## src/rtl/demux16_capture.sv

```systemverilog
// 1-to-16 serial capture: steers one bit per accept into a 16-lane frame.
// Optional out_parity port enabled by defining DEMUX16_CAPTURE_PARITY_EN.
module demux16_capture (
    input  logic        clk,
    input  logic        rst_n,
    input  logic        clr,
    input  logic        in_valid,
    output logic        in_ready,
    input  logic        din,
    input  logic [3:0]  sel,
    input  logic        auto_mode,
    output logic        out_valid,
    input  logic        out_ready,
    output logic [15:0] out_data
`ifdef DEMUX16_CAPTURE_PARITY_EN
    ,
    output logic        out_parity
`endif
);

    typedef enum logic {
        FILL = 1'b0,
        HOLD = 1'b1
    } state_t;

    state_t      r_state;
    logic [15:0] r_mask;
    logic [15:0] r_data;
    logic [3:0]  r_cnt;
`ifdef DEMUX16_CAPTURE_PARITY_EN
    logic        r_parity;
`endif

    logic        w_accept;
    logic [3:0]  w_idx;
    logic [15:0] w_lane;
    logic [15:0] w_mask_nxt;
    logic [15:0] w_data_nxt;

    assign w_accept   = in_valid && (r_state == FILL);
    assign w_idx      = auto_mode ? r_cnt : sel;
    assign w_lane     = 16'h0001 << w_idx;
    assign w_mask_nxt = r_mask | w_lane;
    assign w_data_nxt = (r_data & ~w_lane) | (din ? w_lane : 16'h0000);

    always_ff @(posedge clk or negedge rst_n) begin
        if (!rst_n) begin
            r_state  <= FILL;
            r_mask   <= 16'h0000;
            r_data   <= 16'h0000;
            r_cnt    <= 4'd0;
`ifdef DEMUX16_CAPTURE_PARITY_EN
            r_parity <= 1'b0;
`endif
        end else if (clr) begin
            // Frame clear beats any simultaneous accept or handoff
            r_state  <= FILL;
            r_mask   <= 16'h0000;
            r_data   <= 16'h0000;
            r_cnt    <= 4'd0;
`ifdef DEMUX16_CAPTURE_PARITY_EN
            r_parity <= 1'b0;
`endif
        end else begin
            unique case (r_state)
                FILL: begin
                    if (w_accept) begin
                        r_data <= w_data_nxt;
                        r_mask <= w_mask_nxt;
                        if (auto_mode)
                            r_cnt <= r_cnt + 4'd1;
                        if (&w_mask_nxt) begin
                            r_state  <= HOLD;
`ifdef DEMUX16_CAPTURE_PARITY_EN
                            r_parity <= ^w_data_nxt;
`endif
                        end
                    end
                end
                HOLD: begin
                    // Data is kept; lanes get overwritten by the next frame
                    if (out_ready) begin
                        r_state <= FILL;
                        r_mask  <= 16'h0000;
                        r_cnt   <= 4'd0;
                    end
                end
                default: r_state <= FILL;
            endcase
        end
    end

    assign in_ready  = rst_n && (r_state == FILL);
    assign out_valid = (r_state == HOLD);
    assign out_data  = r_data;
`ifdef DEMUX16_CAPTURE_PARITY_EN
    assign out_parity = r_parity;
`endif

endmodule

```

## config.mk

```make
export PLATFORM = sky130hd
export DESIGN_NAME = demux16_capture
export DESIGN_NICKNAME = d
export VERILOG_FILES = /design/src/rtl/demux16_capture.sv
export SDC_FILE = /design/constraint.sdc
export NUM_CORES = 1
export LEC_CHECK = 0
export ABC_CLOCK_PERIOD_IN_PS = 4650
export BUFFER_PORTS_ARGS = -buffer_cell sky130_fd_sc_hd__buf_2
export CORE_MARGIN = 1
export CORE_UTILIZATION = 30
export DETAILED_ROUTE_END_ITERATION = 8
export SLEW_MARGIN = 25
export SYNTH_ARGS = -nofsm -noshare
export SYNTH_HDL_FRONTEND = slang
export SYNTH_SLANG_ARGS = --single-unit
```

## constraint.sdc

```tcl
create_clock -name clk -period 4.65 [get_ports clk]
set_input_delay 0.6975 -clock clk [delete_from_list [all_inputs] [get_ports clk]]
set_output_delay 0.6975 -clock clk [all_outputs]
set_load 0.02 [all_outputs]
```

Word-level counts from Yosys, hierarchy flattened. Index checks and enable logic that the tools add are counted.

Bits in registers: 37. Output and inout bits: 18. Logic and storage cells: 41.

Shift-type cells: 1. Add/sub/neg operators: 1. Reduce and logical (&&, ||, !) cells: 7. Multiplexer cells: 19. Bitwise operators: 5. Eq/ne operators: 4.

Operators with widths (count): 2-to-1 mux 16 bit (7); OR 16 bit (2); one-hot mux 16 bit (2 select lines) (1); 2-to-1 mux 4 bit (5); bitwise AND 16 bit (1); NOT 16 bit (1); AND reduction 16 bit (1); << shifter 1 x 4 -> 16 bit, first input constant (1); inequality test 3 bit, second input constant (3); one-hot mux 4 bit (2 select lines) (1); adder 4 x 1 -> 4 bit, second input constant (1); 2-to-1 mux 1 bit (4); AND reduction 2 bit (2); AND reduction 3 bit (1); logical AND 1 bit (2); inequality test 2 bit, second input constant (1); one-hot mux 1 bit (2 select lines) (1); nonzero test 2 bit (1); NOT 1 bit (1).

Depth between registers and ports, before layout. Gate-level depths: netlist (run 1).

Depth after elaboration: 8. Mapped depth: 8.

Least setup slack after synthesis (run 1). Ideal clock, no wire load.

Path type: input port to flip-flop. From: input auto_mode. To: register r_state (netlist: out_valid). Cell stages on the path: 7. Data arrival time: 2.212 ns. Path slack: 2.346 ns. Setup time: 0.092 ns. Path through: buf_6 > buf_8 > or3b_4 > nand2_4 > a21oi_2 > or4_4 > o31ai_2.

Word-level cells in the longest chain between the ends: 8.

Ends and longest elaborated chain: start: declaration (RTL line 11) `input logic auto_mode,`; 2-to-1 mux 4 bit (RTL line 41) `assign w_idx = auto_mode ? r_cnt : sel;`; << shifter 1 x 4 -> 16 bit (RTL line 42) `assign w_lane = 16'h0001 << w_idx;`; OR 16 bit (RTL line 43) `assign w_mask_nxt = r_mask | w_lane;`; AND reduction 16 bit (RTL line 72) `if (&w_mask_nxt) begin`; 2-to-1 mux 1 bit (RTL line 72); 2-to-1 mux 1 bit (RTL line 67) `if (w_accept) begin`; one-hot mux 1 bit (2 select lines) (RTL line 65) `unique case (r_state)`; 2-to-1 mux 1 bit (RTL line 55) `end else if (clr) begin`; end signal: assignment (RTL line 57) `r_state <= FILL;`; end signal: assignment (RTL line 73) `r_state <= HOLD;`; end signal: assignment (RTL line 83) `r_state <= FILL;`; end: declaration (RTL line 26) `state_t r_state;`.

Every way passes these cells. A chain may end at the register's enable or synchronous reset.

Worst setup path after layout (run 1). Ends and elaborated chain as after synthesis.

==> results.toml, run 1 <==
[critical_path]
cp.required_ps = 4850
critPathCaptureType = "flop"
worstPathArrival_ps = 2510
path_class = "in2reg"
worstReg2RegEnd = "out_valid"
r2r_cells = 6
path_max_fanout = 18
r2r-start = "out_valid"
reg2reg_slack_ps = 2550
critPathLaunchType = "primary input"

[final_layout]
syn2layout_area_growth_pct = 14.1
drive_above_1_share = 0.217
final_util = 0.362
final_nets = 246
final_common_cell = "dfrtp_1"
fillerInstances = 653
num_antenna_cells = 0
layout_common_cells = "37 x dfrtp_1, 28 x buf_2, 24 x nor2_1, 16 x nand3_1, 16 x mux2i_1"

[synth]
synthesis.area_mm2 = 0.00205
ys_async_sr_fraction = 1.00
yosysWarnings = 0
syn-num-nets = 225
ys_seq_area_frac = 0.452
synthCells = 213
synthFlopType = "dfrtp_1"
synth_edf_count = 0
synth_area_per_cell_um2 = 9.62
synth_cell_type_count = 44
synth-seq-cells = 37

[detailed_routing]
vias = 1625
ant_nets = 0
vias_per_cell = 5.21
drc_errors = 0
drt_pass1_iterations = 6
routed_wl_mm = 4.67
wl_per_cell_um = 15.0
drtIter0Drc = 91

[cts]
cts-root-buf = "clkbuf_8"
clkTransAtPathRegs_ps = 80
ctsHtreeMaxLevel = 2
cts_tree = "done"
post_cts_buffers = 0
cts-buffers-inserted = 5
clk_latency_ps = 290
ctsHoldBuffers = 0
clockBufferDepth = 2
post_cts_resized = 0
cts.sinks = 37

[sta]
finalMaxSlewViolations = 0
fmaxAchievable_ghz = 0.435
clock_skew_ps = 7.13
rsz0062_at_grt = "false"
worst_slew_pin_slew_ps = 651
fin_crit_sh = 0.495
timing.final.hold_violations = 0
setup-tns-final_ps = 0
slew_headroom = 0.566
setup_viol = 0
min_period_ps = 2300
fin_ws_ps = 2350

[floorplanning]
die_h_um = 84.6
core_mm2 = 0.00646
fp.dieArea_mm2 = 0.00716
initial_core_util = 0.317
die_w_um = 84.6
rows = 29
top_level_ports = 29

[pwr]
internal-power_mw = 0.530
switching_share = 0.255
power_density_mw_per_mm2 = 304
clockPowerShare = 0.412
seqPwrFrac = 0.471
p_leak_nw = 1.15
p_comb_frac = 0.118
p_sw_mw = 0.181
ir_worst_vdd_mv = 0.275

[placed_design]
port_buffers = 28
place_ws_ps = 2080
gp_congestion = 0.917
dpl.hpwl_mm = 3.28

[grt]
grt_max_degree = 39
grt_pass1_vias = 1569
grt_pass1_wl_mm = 7.93
grt_antenna_before_repair = 0
overflow = 0
grt.total_usage = 0.142

[run_status]
status = "finished clean"

[min_path]
hold_class = "in2async"

[flow_run]
max_cap_viol_count = 0
==> registers in the layout (all words and copies together) (netlist names) <==
name       flops
out_data      16
r_mask        16
r_cnt          4
out_valid      1
==> worst max-delay path by stage <==
stage / start / end / slack, ps / cells past startpoint
final: auto_mode / out_valid / 2350 / 6
after global routing: auto_mode / out_valid / 2200 / 6
after CTS: rst_n / in_ready / 2360 / 4
after detailed placement: auto_mode / out_valid / 2080 / 6
after global placement: auto_mode / out_valid / 2150 / 6
after floorplan: auto_mode / out_valid / 2350 / 7
==> synthesized netlist by cell type (2+ instances only) <==
library cell / n / area share
a22oi_1: 4 / 0.015
nor3_2: 2 / 0.0098
clkbuf_1: 11 / 0.020
mux2i_1: 16 / 0.078
dfrtp_1: 37 / 0.45
nand3_1: 16 / 0.039
a21oi_1: 6 / 0.015
nor2_1: 24 / 0.044
a32o_1: 5 / 0.024
nand3b_1: 2 / 0.0073
or2_2: 2 / 0.0061
nand2_1: 9 / 0.016
nor3b_2: 4 / 0.024
or2_1: 4 / 0.012
and3b_1: 5 / 0.021
a21o_1: 2 / 0.0073
o21ai_0: 8 / 0.020
xor2_1: 2 / 0.0086
inv_1: 10 / 0.018
o22ai_1: 12 / 0.037
and3_1: 7 / 0.021
buf_2: 2 / 0.0049
nor2b_1: 2 / 0.0061
==> cell families (layout without fill, tap and decap cells) <==
kind of cell,Yosys count,count (layout),share of synthesized area
mux,16,16,0.0782
buf+inv,26,48,0.0586
xor+xnor,3,3,0.0128
flops,37,37,0.452
compound gates,44,44,0.147
fa+ha+maj,1,1,0.00611
simple gates,86,86,0.246
==> area by class of cell <==
type	instances	area, um2	share of cell area
multi-input cells	150	1000	0.429
flip-flops and latches	37	926	0.396
repair buffers	30	155	0.0664
well taps	77	96.3	0.0412
clock buffers	6	82.6	0.0353
clock inverters	2	37.5	0.0161
inverters	10	37.5	0.0161
==> worst max-delay path: stages <==
cell	delay [ps]
buf_2	260
and3_1	260
or2_0	430
a21oi_2	100
or4_4	540
o31ai_2	210
==> routing by layer <==
layer	track usage	share of wire	vias to the layer above
li1	-	-	800
met1	0.210	0.50	781
met2	0.205	0.44	40
met3	0.0334	0.051	4
met4	0.0401	0.0088	0
met5	0	0	-
==> per-stage QoR <==
| stage | instances | area [um2] | hold WS, ps | power [mW] |
|---|---|---|---|---|
| 2_1_floorplan | 213 | 2050 | 402 | 0.398 |
| 3_3_place_gp | 304 | 2220 | 479 | 0.424 |
| 3_5_place_dp | 304 | 2220 | 491 | 0.425 |
| 4_1_cts | 312 | 2340 | 460 | 0.720 |
| 5_1_grt | 312 | 2340 | 487 | 0.745 |
| 6_report | 312 | 2340 | 445 | 0.712 |
==> power groups by stage <==
stage,registers (mW),clock network (mW),logic (mW)
2_1_floorplan,0.342,0,0.0561
3_3_place_gp,0.341,0,0.0830
3_5_place_dp,0.341,0,0.0838
4_1_cts,0.335,0.300,0.0843
5_1_grt,0.336,0.314,0.0946
6_report,0.335,0.293,0.0837
Note: power is estimated with default switching activity, not from simulation.
==> run 2, diff against run 1 <==
--- a/config.mk
+++ b/config.mk
@@ -5,7 +5,7 @@
 export SDC_FILE = /design/constraint.sdc
 export NUM_CORES = 1
 export LEC_CHECK = 0
-export ABC_CLOCK_PERIOD_IN_PS = 4650
+export ABC_CLOCK_PERIOD_IN_PS = 2290
 export BUFFER_PORTS_ARGS = -buffer_cell sky130_fd_sc_hd__buf_2
 export CORE_MARGIN = 1
 export CORE_UTILIZATION = 30
==> constraint.sdc (replaced) <==
create_clock -name clk -period 2.29 [get_ports clk]
set_input_delay 0.3435 -clock clk [delete_from_list [all_inputs] [get_ports clk]]
set_output_delay 0.3435 -clock clk [all_outputs]
set_load 0.02 [all_outputs]
==> results.toml, run 2 (synthesis results as in run 1) <==
[detailed_routing]
wl_per_cell_um = 16.1
drc_errors = 0
drtIter0Drc = 127
vias = 1698
ant_nets = 0
vias_per_cell = 5.31
routed_wl_mm = 5.15
drt_pass1_iterations = 6

[sta]
finalMaxSlewViolations = 0
worst_slew_pin_slew_ps = 631
fin_crit_sh = 0.831
clock_skew_ps = 8.82
setup-tns-final_ps = 0
fmaxAchievable_ghz = 0.525
timing.final.hold_violations = 0
setup_viol = 0
rsz0062_at_grt = "false"
fin_ws_ps = 386
slew_headroom = 0.579
min_period_ps = 1900

[critical_path]
critPathSlowestCell = "dfrtp_1"
critPathTopFamily = "simple AND/OR/NAND/NOR gates"
path_class = "reg2reg"
worst-path-buf-inv = 0
cp_cell_sequence = "and3b_1 > o22a_1 > o22ai_1 > or4_4 > o31ai_2"
critPathMaxStageDelay_ps = 480
critPathCaptureType = "flop"
path_max_fanout = 8
critPathLaunchType = "flop"
worstPathArrival_ps = 2110
cp.required_ps = 2500

[floorplanning]
die_h_um = 84.6
initial_core_util = 0.317
rows = 29
die_w_um = 84.6
top_level_ports = 29
core_mm2 = 0.00646
fp.dieArea_mm2 = 0.00716

[final_layout]
num_antenna_cells = 0
layout_common_cells = "37 x dfrtp_1, 28 x buf_2, 24 x nor2_1, 16 x nand3_1, 16 x mux2i_1"
final_util = 0.367
syn2layout_area_growth_pct = 15.8
fin_area_mm2 = 0.00237
drive_above_1_share = 0.239
final_common_cell = "dfrtp_1"
final_nets = 255

[cts]
cts.sinks = 37
clkTransAtPathRegs_ps = 80
cts-buffers-inserted = 5
post_cts_resized = 0
cts_tree = "done"
post_cts_buffers = 0
clk_latency_ps = 290
ctsHoldBuffers = 0
cts-root-buf = "clkbuf_8"
ctsHtreeMaxLevel = 2
clockBufferDepth = 2

[grt]
overflow = 0
grt_pass1_vias = 1692
grt.total_usage = 0.158
grt_antenna_before_repair = 0
grt_max_degree = 38
grt_pass1_wl_mm = 8.78

[placed_design]
place_ws_ps = 248
postPlaceCellArea_mm2 = 0.00228
port_buffers = 28
dpl.hpwl_mm = 3.58
gp_congestion = 0.888

[flow_run]
max_cap_viol_count = 0

[pwr]
p_leak_nw = 1.18
power_density_mw_per_mm2 = 566
power_mw = 1.34
ir_worst_vdd_mv = 0.331

[run_status]
status = "finished clean"

[min_path]
hold_class = "in2async"
[run 2: per-stage QoR]
stage	hold WS [ps]	std cells
floorplan	47.9	213
global placement	470	313
detailed placement	478	313
CTS	176	320
global route	203	320
finish	144	320
[run 2: worst paths after layout]
kind	from	end	slack (ps)	depth (start not counted)
hold / removal	rst_n	out_valid	140	2
setup / recovery	r_cnt[0]	out_valid	390	5
max in group asynchronous	rst_n	out_data[10]	1810	2
setup reg to reg	r_cnt[0]	out_valid	390	5
min in group clk	out_ready	r_mask[15]	410	4
hold reg to reg	r_mask[4]	r_mask[4]	490	2
[run 2: layer usage]
layer / routed length [um] / global-route usage / share of wire
met5: 0 / 0 / 0
met3: 289 / 0.0383 / 0.056
met4: 14 / 0.0370 / 0.0027
met1: 2550 / 0.232 / 0.49
met2: 2300 / 0.232 / 0.45
[run 2: where the power goes]
group | internal, mW | switching [mW] | leakage, nW | total [mW]
clock | 0.239 | 0.230 | 0.0443 | 0.469
sequential | 0.668 | 0.0133 | 0.513 | 0.681
combinational | 0.0689 | 0.123 | 0.627 | 0.192
total | 0.975 | 0.366 | 1.18 | 1.34
[run 2: layout make-up]
class / instances / area [um2]
clock buffers: 7 / 86.3
fillers: 678 / 4090
inverters: 10 / 37.5
multi-input cells: 150 / 1000
flip-flops and latches: 37 / 926
well taps: 77 / 96.3
repair buffers: 39 / 223
